==> config.mk <==
export PLATFORM = sky130hd
export DESIGN_NAME = req_arbiter
export DESIGN_NICKNAME = d
export VERILOG_FILES = /design/src/rtl/req_arbiter_pkg.sv /design/src/rtl/req_arbiter_pick.sv /design/src/rtl/req_arbiter.sv
export SDC_FILE = /design/constraint.sdc
export NUM_CORES = 1
export LEC_CHECK = 0
export BUFFER_PORTS_ARGS = -buffer_cell sky130_fd_sc_hd__buf_4
export CORE_UTILIZATION = 45
export CTS_CLUSTER_SIZE = 10
export DETAILED_ROUTE_END_ITERATION = 7
export HOLD_SLACK_MARGIN = 0.06
export PLACE_DENSITY = 0.7
export SYNTH_ARGS = -nofsm -noshare
export SYNTH_HDL_FRONTEND = slang
export SYNTH_SLANG_ARGS = --single-unit
==> constraint.sdc <==
create_clock -name clk -period 2.15 [get_ports clk]
set_clock_uncertainty 0.2 [all_clocks]
set_input_delay 0.43 -clock clk [delete_from_list [all_inputs] [get_ports clk]]
set_output_delay 0.43 -clock clk [all_outputs]
set_load 0.03 [all_outputs]
==> src/rtl/req_arbiter_pkg.sv <==
// Shared types and defaults for the request arbiter slice (package arb_pkg).
package arb_pkg;

  localparam int N_REQ_DEF = 16;
  localparam int IDW_DEF   = 4;

  typedef enum logic {
    IDLE  = 1'b0,
    GRANT = 1'b1
  } arb_state_t;

  typedef logic [N_REQ_DEF-1:0] req_vec_t;
  typedef logic [IDW_DEF-1:0]   gnt_id_t;

endpackage

==> src/rtl/req_arbiter_pick.sv <==
// req_pick: combinational descending wrap-around search for the first set
// request bit, starting at i_start.
module req_pick
  import arb_pkg::*;
#(
  parameter int N_REQ = N_REQ_DEF,
  parameter int IDW   = IDW_DEF
) (
  input  logic [N_REQ-1:0] i_req,
  input  logic [IDW-1:0]   i_start,
  output logic             o_hit,
  output logic [IDW-1:0]   o_idx,
  output logic [N_REQ-1:0] o_onehot
);

  logic [IDW-1:0] w_cand;

  // NOTE: every output gets a default before the loop so no path leaves a
  // value unassigned, which would otherwise infer a latch.
  always_comb begin
    o_hit    = 1'b0;
    o_idx    = '0;
    o_onehot = '0;
    w_cand   = '0;
    // N_REQ is a power of two, so IDW-bit subtraction wraps modulo N_REQ.
    for (int k = 0; k < N_REQ; k++) begin
      w_cand = i_start - IDW'(k);
      if (!o_hit && i_req[w_cand]) begin
        o_hit = 1'b1;
        o_idx = w_cand;
      end
    end
    o_onehot[o_idx] = o_hit;
  end

endmodule

==> src/rtl/req_arbiter.sv <==
// req_arbiter: registered 1-of-N_REQ grant with hold-time timeout.
// Define ROUND_ROBIN_EN for rotating priority; default is fixed highest-index.
module req_arbiter
  import arb_pkg::*;
#(
  parameter int N_REQ    = N_REQ_DEF,
  parameter int IDW      = IDW_DEF,
  parameter int MAX_HOLD = 15
) (
  input  logic             clk,
  input  logic             rst,
  input  logic [N_REQ-1:0] req,
  input  logic             done,
  output logic             gnt_valid,
  output logic [IDW-1:0]   gnt_id,
  output logic [N_REQ-1:0] gnt_onehot,
  output logic             busy,
  output logic             timeout
);

  localparam logic [7:0] HOLD_LAST = 8'(MAX_HOLD - 1);
  localparam logic [7:0] HOLD_SAT  = 8'(MAX_HOLD);

  arb_state_t       r_state;
  logic [7:0]       r_hold;
  logic [IDW-1:0]   r_last;
  logic             r_gnt_valid;
  logic [IDW-1:0]   r_gnt_id;
  logic [N_REQ-1:0] r_gnt_onehot;
  logic             r_timeout;

  logic [IDW-1:0]   w_start;
  logic             w_hit;
  logic [IDW-1:0]   w_idx;
  logic [N_REQ-1:0] w_onehot;
  logic             w_owner_req;
  logic             w_expired;
  logic             w_release;

`ifdef ROUND_ROBIN_EN
  assign w_start = r_last - IDW'(1);
`else
  // last_gnt is still tracked; masking it keeps the start pinned at the top.
  assign w_start = IDW'(N_REQ - 1) | (r_last & IDW'(0));
`endif

  req_pick #(
    .N_REQ (N_REQ),
    .IDW   (IDW)
  ) u_pick (
    .i_req    (req),
    .i_start  (w_start),
    .o_hit    (w_hit),
    .o_idx    (w_idx),
    .o_onehot (w_onehot)
  );

  assign w_owner_req = |(req & r_gnt_onehot);
  assign w_expired   = (r_hold == HOLD_LAST);
  assign w_release   = done || !w_owner_req || w_expired;

  // NOTE: state registers use non-blocking assignments so every flop samples
  // pre-edge values and simulation matches the synthesized hardware.
  always_ff @(posedge clk) begin
    if (rst) begin
      r_state      <= IDLE;
      r_hold       <= '0;
      r_last       <= '0;
      r_gnt_valid  <= 1'b0;
      r_gnt_id     <= '0;
      r_gnt_onehot <= '0;
      r_timeout    <= 1'b0;
    end else begin
      r_timeout <= 1'b0;
      case (r_state)
        IDLE: begin
          if (w_hit) begin
            r_state      <= GRANT;
            r_hold       <= '0;
            r_gnt_valid  <= 1'b1;
            r_gnt_id     <= w_idx;
            r_gnt_onehot <= w_onehot;
          end
        end
        GRANT: begin
          if (w_release) begin
            r_state      <= IDLE;
            r_hold       <= '0;
            r_last       <= r_gnt_id;
            r_gnt_valid  <= 1'b0;
            r_gnt_id     <= '0;
            r_gnt_onehot <= '0;
            // Pulse only when the counter alone forced the release.
            r_timeout    <= w_expired && !done && w_owner_req;
          end else if (r_hold != HOLD_SAT) begin
            r_hold <= r_hold + 8'd1;
          end
        end
        default: r_state <= IDLE;
      endcase
    end
  end

  assign gnt_valid  = r_gnt_valid;
  assign gnt_id     = r_gnt_id;
  assign gnt_onehot = r_gnt_onehot;
  assign busy       = (r_state != IDLE);
  assign timeout    = r_timeout;

endmodule

# --- Word level (Yosys, flattened, before mapping) ---
# Cells that the tools add are included.
word_totals:
  reg_bits: 31
  elab_cells: 109
  out_inout_bits: 23
  input_bits: 19
op_classes:
  n_mux: 50
  n_reduce_logical: 41
  n_bitwise: 4
  eq_ne: 5
  n_addsub: 1
  n_lt_le_gt_ge: 2
ops:
  columns: ["operator", "n"]
  rows:
  - ["4-bit two-way mux", 18]
  - ["16-bit AND", 2]
  - ["16-bit two-way mux", 2]
  - ["16-bit one-hot mux with 2 select lines", 1]
  - ["8-bit two-way mux", 3]
  - ["1-bit two-way mux", 21]
  - ["1-bit logical AND", 18]
  - ["1-bit zero test", 17]
  - ["8-bit one-hot mux with 2 select lines", 1]
  - ["16-bit OR reduction", 1]
  - ["8-bit by 1-bit adder with 8-bit output, second input constant", 1]
  - ["8-bit by 4-bit equality test with 1-bit output, second input constant", 1]
  - ["8-bit by 4-bit inequality test with 1-bit output, second input constant", 1]
  - ["4-bit one-hot mux with 2 select lines", 1]
  - ["4-bit by 5-bit < comparator with 1-bit output, second input constant", 1]
  - ["1-bit demux with 4-bit select", 1]
  - ["4-bit by 1-bit >= comparator with 1-bit output, second input constant", 1]
  - ["2-bit by 1-bit inequality test with 1-bit output, second input constant", 2]
  - ["1-bit one-hot mux with 2 select lines", 2]
  - ["2-bit AND reduction", 2]
  - ["3-bit by 1-bit inequality test with 1-bit output, second input constant", 1]
  - ["3-bit OR reduction", 1]
  - ["1-bit logical OR", 2]
  - ["1-bit NOT", 2]

# --- Logic depth before layout (Yosys ltp) ---
# Gate-level depths: netlist of the first run.
depth:
  depth_word: 53
  ltp_mapped: 9
  ltp_nobuf: 7

# --- Cells and area by module ---
# From an unflattened synthesis of the first run, not the netlist that was laid out.
unflattened:
  cells_unflattened: 426
  area_unflattened_um2: 3918.8
by_module_without_submodules:
  columns: ["module", "cells_each", "area_per_inst_um2", "seq_area_each_um2", "instances"]
  rows:
  - ["req_pick", 301, 2652.5, 0.0, 1]
  - ["req_arbiter", 125, 1266.2, 620.6, 1]

# --- Worst setup path before layout of the first run ---
# OpenSTA, ideal clock, no wires.
synth_timing:
  kind: "input to register"
  start: "in req[12]"
  end: "reg r_gnt_onehot[10] (netlist: gnt_onehot[10])"
  t_required_ps: 1833
  n_path_buf: 0
  path_stages: 6
  t_arrival_ps: 1924
  slack_ps: -91
  setup_ps: 117
  path_cell_list: "or4_4 -> or3_4 -> a31oi_2 -> or3_4 -> nor2_2 -> a32o_2"
synth_between:
  elab_chain_len: 45
synth_rtl:
  columns: ["item", "line_no", "text"]
  rows:
  - ["start, declared", "req_arbiter.sv:12", "input logic [N_REQ-1:0] req,"]
  - ["1-bit logical AND", "req_arbiter_pick.sv:28", "if (!o_hit && i_req[w_cand]) begin"]
  - ["1-bit two-way mux", "req_arbiter_pick.sv:28", null]
  - ["1-bit zero test", "req_arbiter_pick.sv:28", null]
  - ["1-bit logical AND", "req_arbiter_pick.sv:28", null]
  - ["1-bit two-way mux", "req_arbiter_pick.sv:28", null]
  - ["1-bit zero test", "req_arbiter_pick.sv:28", null]
  - ["1-bit logical AND", "req_arbiter_pick.sv:28", null]
  - ["1-bit two-way mux", "req_arbiter_pick.sv:28", null]
  - ["[29 not listed]", null, null]
  - ["4-bit two-way mux", "req_arbiter_pick.sv:28", null]
  - ["4-bit by 5-bit < comparator with 1-bit output (not written as such) or 4-bit by 1-bit >= comparator with 1-bit output (tied branches)", "req_arbiter_pick.sv:33", "o_onehot[o_idx] = o_hit;"]
  - ["1-bit logical AND (not written as such)", "req_arbiter_pick.sv:33", null]
  - ["1-bit two-way mux (not written as such)", "req_arbiter_pick.sv:33", null]
  - ["1-bit demux with 4-bit select", null, null]
  - ["16-bit AND (no line)", null, null]
  - ["16-bit two-way mux", "req_arbiter.sv:77", "if (w_hit) begin"]
  - ["16-bit one-hot mux with 2 select lines", "req_arbiter.sv:75", "case (r_state)"]
  - ["end signal, assigned", "req_arbiter.sv:82", "r_gnt_onehot <= w_onehot;"]
  - ["end, declared", "req_arbiter.sv:29", "logic [N_REQ-1:0] r_gnt_onehot;"]
# Several ways; a longest one is shown, not always the timed one. The select of a mux whose other input is x is not followed.
# A chain may end at the register's enable or synchronous reset.

# --- Worst setup path after layout of the first run ---
layout_timing:
  start: "reg r_gnt_onehot[4] (netlist: gnt_onehot[4])"
  end: "reg r_hold[0]"
layout_between:
  elab_chain_len: 7
layout_rtl:
  columns: ["item", "line_no", "text"]
  rows:
  - ["16-bit AND *", "req_arbiter.sv:58", "assign w_owner_req = |(req & r_gnt_onehot);"]
  - ["16-bit OR reduction *", "req_arbiter.sv:58", null]
  - ["1-bit zero test *", "req_arbiter.sv:60", "assign w_release = done || !w_owner_req || w_expired;"]
  - ["1-bit logical OR * (2 in series)", "req_arbiter.sv:60", null]
  - ["8-bit two-way mux or 3-bit by 1-bit inequality test with 1-bit output (tied branches)", null, null]
  - ["8-bit one-hot mux with 2 select lines or 2-bit AND reduction (tied branches)", null, null]
  - ["end signal, assigned", "req_arbiter.sv:96", "r_hold <= r_hold + 8'd1;"]
  - ["end, declared", "req_arbiter.sv:25", "logic [7:0] r_hold;"]
# Every way passes the cells marked *; elsewhere a longest branch is shown, timed or not.

==> results of run 1 <==
==> logic make-up (layout without fill, tap and decap cells) <==
kind of cell,count (synthesis),after routing,synth area share
simple gates,69,69,0.2584
xor+xnor,3,3,0.01729
mux,1,1,0.006585
flops,31,31,0.4082
compound gates,45,45,0.2584
buf+inv,10,91,0.03456
fa+ha+maj,2,2,0.01646
==> routing by layer <==
| metal | up-vias | track usage |
|---|---|---|
| met5 | - | 0 |
| met4 | 0 | 0.1030 |
| met3 | 10 | 0.08225 |
| met2 | 88 | 0.4490 |
| met1 | 775 | 0.3604 |
| li1 | 784 | - |
==> registers in the layout, summed over array words and instances (netlist names) <==
name	flops
timeout	1
gnt_valid	1
gnt_onehot	16
gnt_id	4
r_hold	8
busy	1
==> worst min path at each step <==
stage                           start  slack [ns]  depth (start not counted)                     end
6_report                          rst        0.13                          2         busy$_SDFF_PP0_
5_1_grt                           rst        0.11                          2         busy$_SDFF_PP0_
4_1_cts                           rst        0.12                          2         busy$_SDFF_PP0_
3_5_place_dp   gnt_id[1]$_SDFFE_PP0P_        0.25                          2  gnt_id[1]$_SDFFE_PP0P_
3_3_place_gp   gnt_id[1]$_SDFFE_PP0P_        0.25                          2  gnt_id[1]$_SDFFE_PP0P_
2_1_floorplan  r_hold[4]$_SDFFE_PP0P_        0.27                          2  r_hold[4]$_SDFFE_PP0P_
==> cell usage in the layout (no fill, tap or decap), drive strengths merged, types with 5 or more instances in the layout <==
cell	count
clkbuf	6
buf	76
nor2	19
inv	6
a32o	5
dfxtp	31
nor3	5
nand2	11
nand3	9
o2bb2ai	11
a22o	5
nor4	6
o21ai	6
nand4	5
==> critical path, stage by stage (launching register included) <==
cell and delay, ns:
dfxtp_1 0.37, a22o_1 0.24, a221oi_2 0.18, and4_4 0.32, o41ai_4 0.12, or3_1 0.37, o31ai_1 0.25
==> power by group <==
group	total (mW)	switching, mW	internal [mW]
logic	0.207	0.111	0.0953
registers	0.598	0.0116	0.587
clock network	0.488	0.213	0.275
==> layout make-up <==
class / instances / share of cell area
multi-input combinational: 120 / 0.3965
inverter: 7 / 0.01156
tap: 44 / 0.02423
timing repair buffer: 76 / 0.2566
sequential: 31 / 0.2731
clock buffer: 6 / 0.02258
clock inverter: 2 / 0.01542
==> timing repair <==
item,in CTS,in global routing
resized for setup,2,6
endpoints found under the setup margin,2,7
hold endpoints to repair,0,0
pin swaps,0,1
==> reports/metrics.yaml, run 1 <==
run_status:
  status: "finished clean"
synth:
  ys.flop_type: "dfxtp_1"
  avgSynthCellArea_um2: 9.442
  synth_nets: 182
  synth_cells: 161
  ys_warn_count: 0
  yosysTopAreaCell: "dfxtp_1"
  async_reset_ff_frac: 0
  syn_area_um2: 1520
  synth_area_leaders: "dfxtp_1 (41%), o2bb2ai_1 (6.3%), nor2_1 (4.4%)"
  synth-edff-count: 0
  seq_area_frac_synth: 0.4082
  netlist.area_leader.share: 0.4082
  synth.top_cells.by_count: "dfxtp_1 (31), nor2_1 (18), nand2_1 (11), o2bb2ai_1 (11), nand3_1 (8)"
  synth.most_common_cell: "dfxtp_1"
  synth.distinct_cells: 45
  ys_seq_elements: 31
final_layout:
  n_antenna_cell: 0
  multi_input_area_um2: 900.9
  nFillCells: 249
  drive_above_1_share: 0.4463
  final_cell_count_no_fill: 286
  seq_area_um2: 620.6
  utilization: 0.7264
  fin_area_um2: 2272
  nNetsFinal: 262
  syn_to_final_growth_pct: 49.47
timing:
  worstMarginPinSlew_ns: 0.5382
  max_freq_ghz: 0.4652
  drv_slew: 0
  finalHoldViolCount: 0
  finalSetupTns_ns: 0
  period_share: 0.9997
  setup_violations: 0
  worst_slack_ns: 0.0005691
  slew_headroom: 0.6385
  fin_crit_ns: 2.149
  holdWs_ns: 0.1263
worst_setup_path:
  worstSetupPathType: "flip-flop to flip-flop"
  path_max_fanout: 5
  r2r_end: "r_hold[0]$_SDFFE_PP0P_"
  cp-start-kind: "flip-flop"
  cp.arrival_ns: 2.19
  worst_setup_path_end_kind: "flip-flop"
  critPathRequiredTime_ns: 2.19
  r2r-start: "gnt_onehot[4]$_SDFFE_PP0P_"
  crit_path_end: "r_hold[0]$_SDFFE_PP0P_"
  cp-startpoint: "gnt_onehot[4]$_SDFFE_PP0P_"
  r2r_cells: 6
  reg2reg_setup_slack_ns: 0.0006
detailed_routing:
  wl_per_cell_um: 17.25
  wl_met3_um: 384
  ant_nets: 0
  dr.pass1.iters: 5
  vias_per_cell: 5.794
  top_layer: "met4"
  initialDrtViolationCount: 113
  route.detailed.drc: 0
  dr_total_vias: 1657
  met1Wirelength_mm: 2.105
  routed_wl_mm: 4.934
  met2_length_mm: 2.362
power_and_ir_drop:
  p_total_mw: 1.293
  powerDensity_nw_per_um2: 569.1
  p_leak_nw: 0.9706
  peakVddDrop_uv: 451.8
grt:
  overflow: 0
  grt_pass1_wl_mm: 7.389
  antenna_found_initial: 0
  grt_usage: 0.2830
  grt_pass1_vias: 1542
  grt_max_degree: 17
clock_network:
  cts.sinks: 31
  cts_buffer_depth: 2
  cts-root-buf: "clkbuf_4"
  cts_setup_buffers: 0
  cts_buffers: 5
  cts_tree: "built"
  insertion_delay_ns: 0.33
  clk_pin_slew_worst_paths_ns: 0.12
  cts_hold_buf: 0
  htree_levels: 2
worst_hold_path:
  hp-class: "input port to flip-flop"
place:
  gp_congestion: 0.8729
  port_buffers: 41
  place_ws_ns: -0.2839
  dp.cells: 278
  place_area_um2: 2147
  hpwl_mm: 3.694
floorplan:
  fp-row-count: 20
  dieArea_um2: 3614
  die_w_um: 60.12
  chipHeight_um: 60.12
  core-area_um2: 3128
  io_pins: 42
  initial_core_util: 0.4860
run:
  max-cap-violations: 0
(Power assumes the default switching activity.)
==> run 2: changes to the inputs <==
Settings changed: CORE_UTILIZATION 45 to 32, PLACE_DENSITY 0.7 to 0.52.
==> run 2 against run 1 <==
Combinational power hardly changed. Sequential power is essentially flat. Die area is 39% higher. Cell area rose by 2.4%. Setup slack gained 0.050 ns. Critical path depth grew 1. Power up 8.0%. Flip-flop and latch count did not move. Critical path type is now input port to flip-flop. Critical endpoint is now gnt_onehot[2]$_SDFFE_PP0P_. Largest power group unchanged. Highest routed layer unchanged.
==> reports/metrics.yaml, run 2 (synthesis gave the netlist of run 1 again) <==
run_status:
  status: "finished clean"
clock_network:
  cts_hold_buf: 0  # unchanged
  cts.sinks: 31  # unchanged
  cts_tree: "built"
  cts-root-buf: "clkbuf_8"
  cts_buffer_depth: 2  # unchanged
  htree_levels: 2  # unchanged
  clk_pin_slew_worst_paths_ns: 0.07  # -0.05 ns
  insertion_delay_ns: 0.28  # -0.05 ns
  cts_buffers: 5  # unchanged
power_and_ir_drop:
  p_total_mw: 1.396  # +8.0%
  p_leak_nw: 0.9808  # +1.1%
  peakVddDrop_uv: 468.5  # +3.7%
  powerDensity_nw_per_um2: 600.3  # +5.5%
worst_setup_path:
  worstSetupPathType: "input port to flip-flop"
  critPathRequiredTime_ns: 2.12  # -0.07 ns
  cp-start-kind: "input port"
  path_max_fanout: 4  # -1
  cp.arrival_ns: 2.07  # -0.12 ns
  worst_setup_path_end_kind: "flip-flop"
place:
  port_buffers: 41  # unchanged
  gp_congestion: 0.8983  # +2.9%
  dp.cells: 290  # +4.3%
  hpwl_mm: 3.970  # +7.5%
  place_ws_ns: -0.2654  # +0.01854 ns
  place_area_um2: 2175  # +1.3%
worst_hold_path:
  hp-class: "input port to flip-flop"
floorplan:
  io_pins: 42  # unchanged
  dieArea_um2: 5030  # +39%
  fp-row-count: 24  # +20%
  chipHeight_um: 70.93  # +18%
  initial_core_util: 0.3398  # -0.1462
  core-area_um2: 4474  # +43%
  die_w_um: 70.93  # +18%
timing:
  holdWs_ns: 0.1966  # +0.07032 ns
  max_freq_ghz: 0.4764  # +2.4%
  worst_slack_ns: 0.05102  # +0.05045 ns
  period_share: 0.9763  # -0.02346
  finalSetupTns_ns: 0  # unchanged
  rsz0062_at_grt: "yes"
  slew_headroom: 0.7370  # +0.09852
  setup_violations: 0  # unchanged
  worstMarginPinSlew_ns: 0.3903  # -0.1479 ns
  fin_crit_ns: 2.099  # -0.05045 ns
  drv_slew: 0  # unchanged
  finalHoldViolCount: 0  # unchanged
detailed_routing:
  ant_nets: 0  # unchanged
  routed_wl_mm: 4.889  # -0.91%
  dr.pass1.iters: 6  # +1
  dr_total_vias: 1623  # -2.1%
  vias_per_cell: 5.428  # -6.3%
  wl_per_cell_um: 16.35  # -5.2%
  initialDrtViolationCount: 113  # unchanged
  route.detailed.drc: 0  # unchanged
final_layout:
  seq_area_um2: 620.6  # unchanged
  final_cell_count_no_fill: 299  # +4.5%
  syn_to_final_growth_pct: 53.00
  final_cell_mix: "buf_4 (81), dfxtp_1 (31), nor2_1 (18), nand2_1 (11), o2bb2ai_1 (11)"
  fin_area_um2: 2326  # +2.4%
  n_antenna_cell: 0  # unchanged
  nFillCells: 436  # +75%
  drive_above_1_share: 0.4575  # +0.01121
  largest_register_ffs: 16  # unchanged
  utilization: 0.5199  # -0.2065
  multi_input_area_um2: 888.4  # -1.4%
  layout_commonest_cell: "buf_4"
  nNetsFinal: 267  # +1.9%
grt:
  overflow: 0  # unchanged
  grt_pass1_vias: 1618  # +4.9%
  grt_max_degree: 17  # unchanged
  grt_pass1_wl_mm: 8.183  # +11%
  antenna_found_initial: 0  # unchanged
  grt_usage: 0.2103  # -0.07271
run:
  max-cap-violations: 0  # unchanged
==> run 2: cell type report <==
type / instances / share of cell area
inverters: 7 / 0.01130
clock buffers: 6 / 0.03550
flip-flops and latches: 31 / 0.2668
repair buffers: 81 / 0.2614
multi-input cells: 120 / 0.3819
clock inverters: 2 / 0.01506
well taps: 52 / 0.02797
==> run 2: final timing paths <==
check	endpoint	cells after the start	slack, ns	startpoint
max	gnt_onehot[2]$_SDFFE_PP0P_	7	0.05	req[12]
min	busy$_SDFF_PP0_	2	0.20	rst
max reg2reg	r_hold[0]$_SDFFE_PP0P_	6	0.15	gnt_onehot[4]$_SDFFE_PP0P_
min reg2reg	gnt_id[1]$_SDFFE_PP0P_	2	0.27	gnt_id[1]$_SDFFE_PP0P_
==> run 2: power by group <==
group	switching, mW	internal [mW]
Clock	0.215	0.375
Combinational	0.111	0.0978
Sequential	0.0104	0.587
==> run 2: layer usage <==
layer | vias to the layer above | routed length (um) | track usage
li1 | 790 | - | -
met4 | 0 | 45 | 0.05333
met3 | 4 | 142 | 0.04131
met5 | - | 0 | 0
met1 | 797 | 2448 | 0.3004
met2 | 32 | 2253 | 0.3259
==> run 2: critical path: stages <==
cell	delay (ns)
buf_4	0.12
or4_4	0.53
or3_4	0.36
a31oi_4	0.15
or3_4	0.17
nor2_2	0.06
a32o_2	0.26
==> run 2: timing repair <==
| item | CTS | global route |
|---|---|---|
| gates resized for setup | 0 | 6 |
| endpoints found under the setup margin | 0 | 15 |
| buffers inserted | 0 | 1 |
| endpoints found under the hold margin | 0 | 0 |
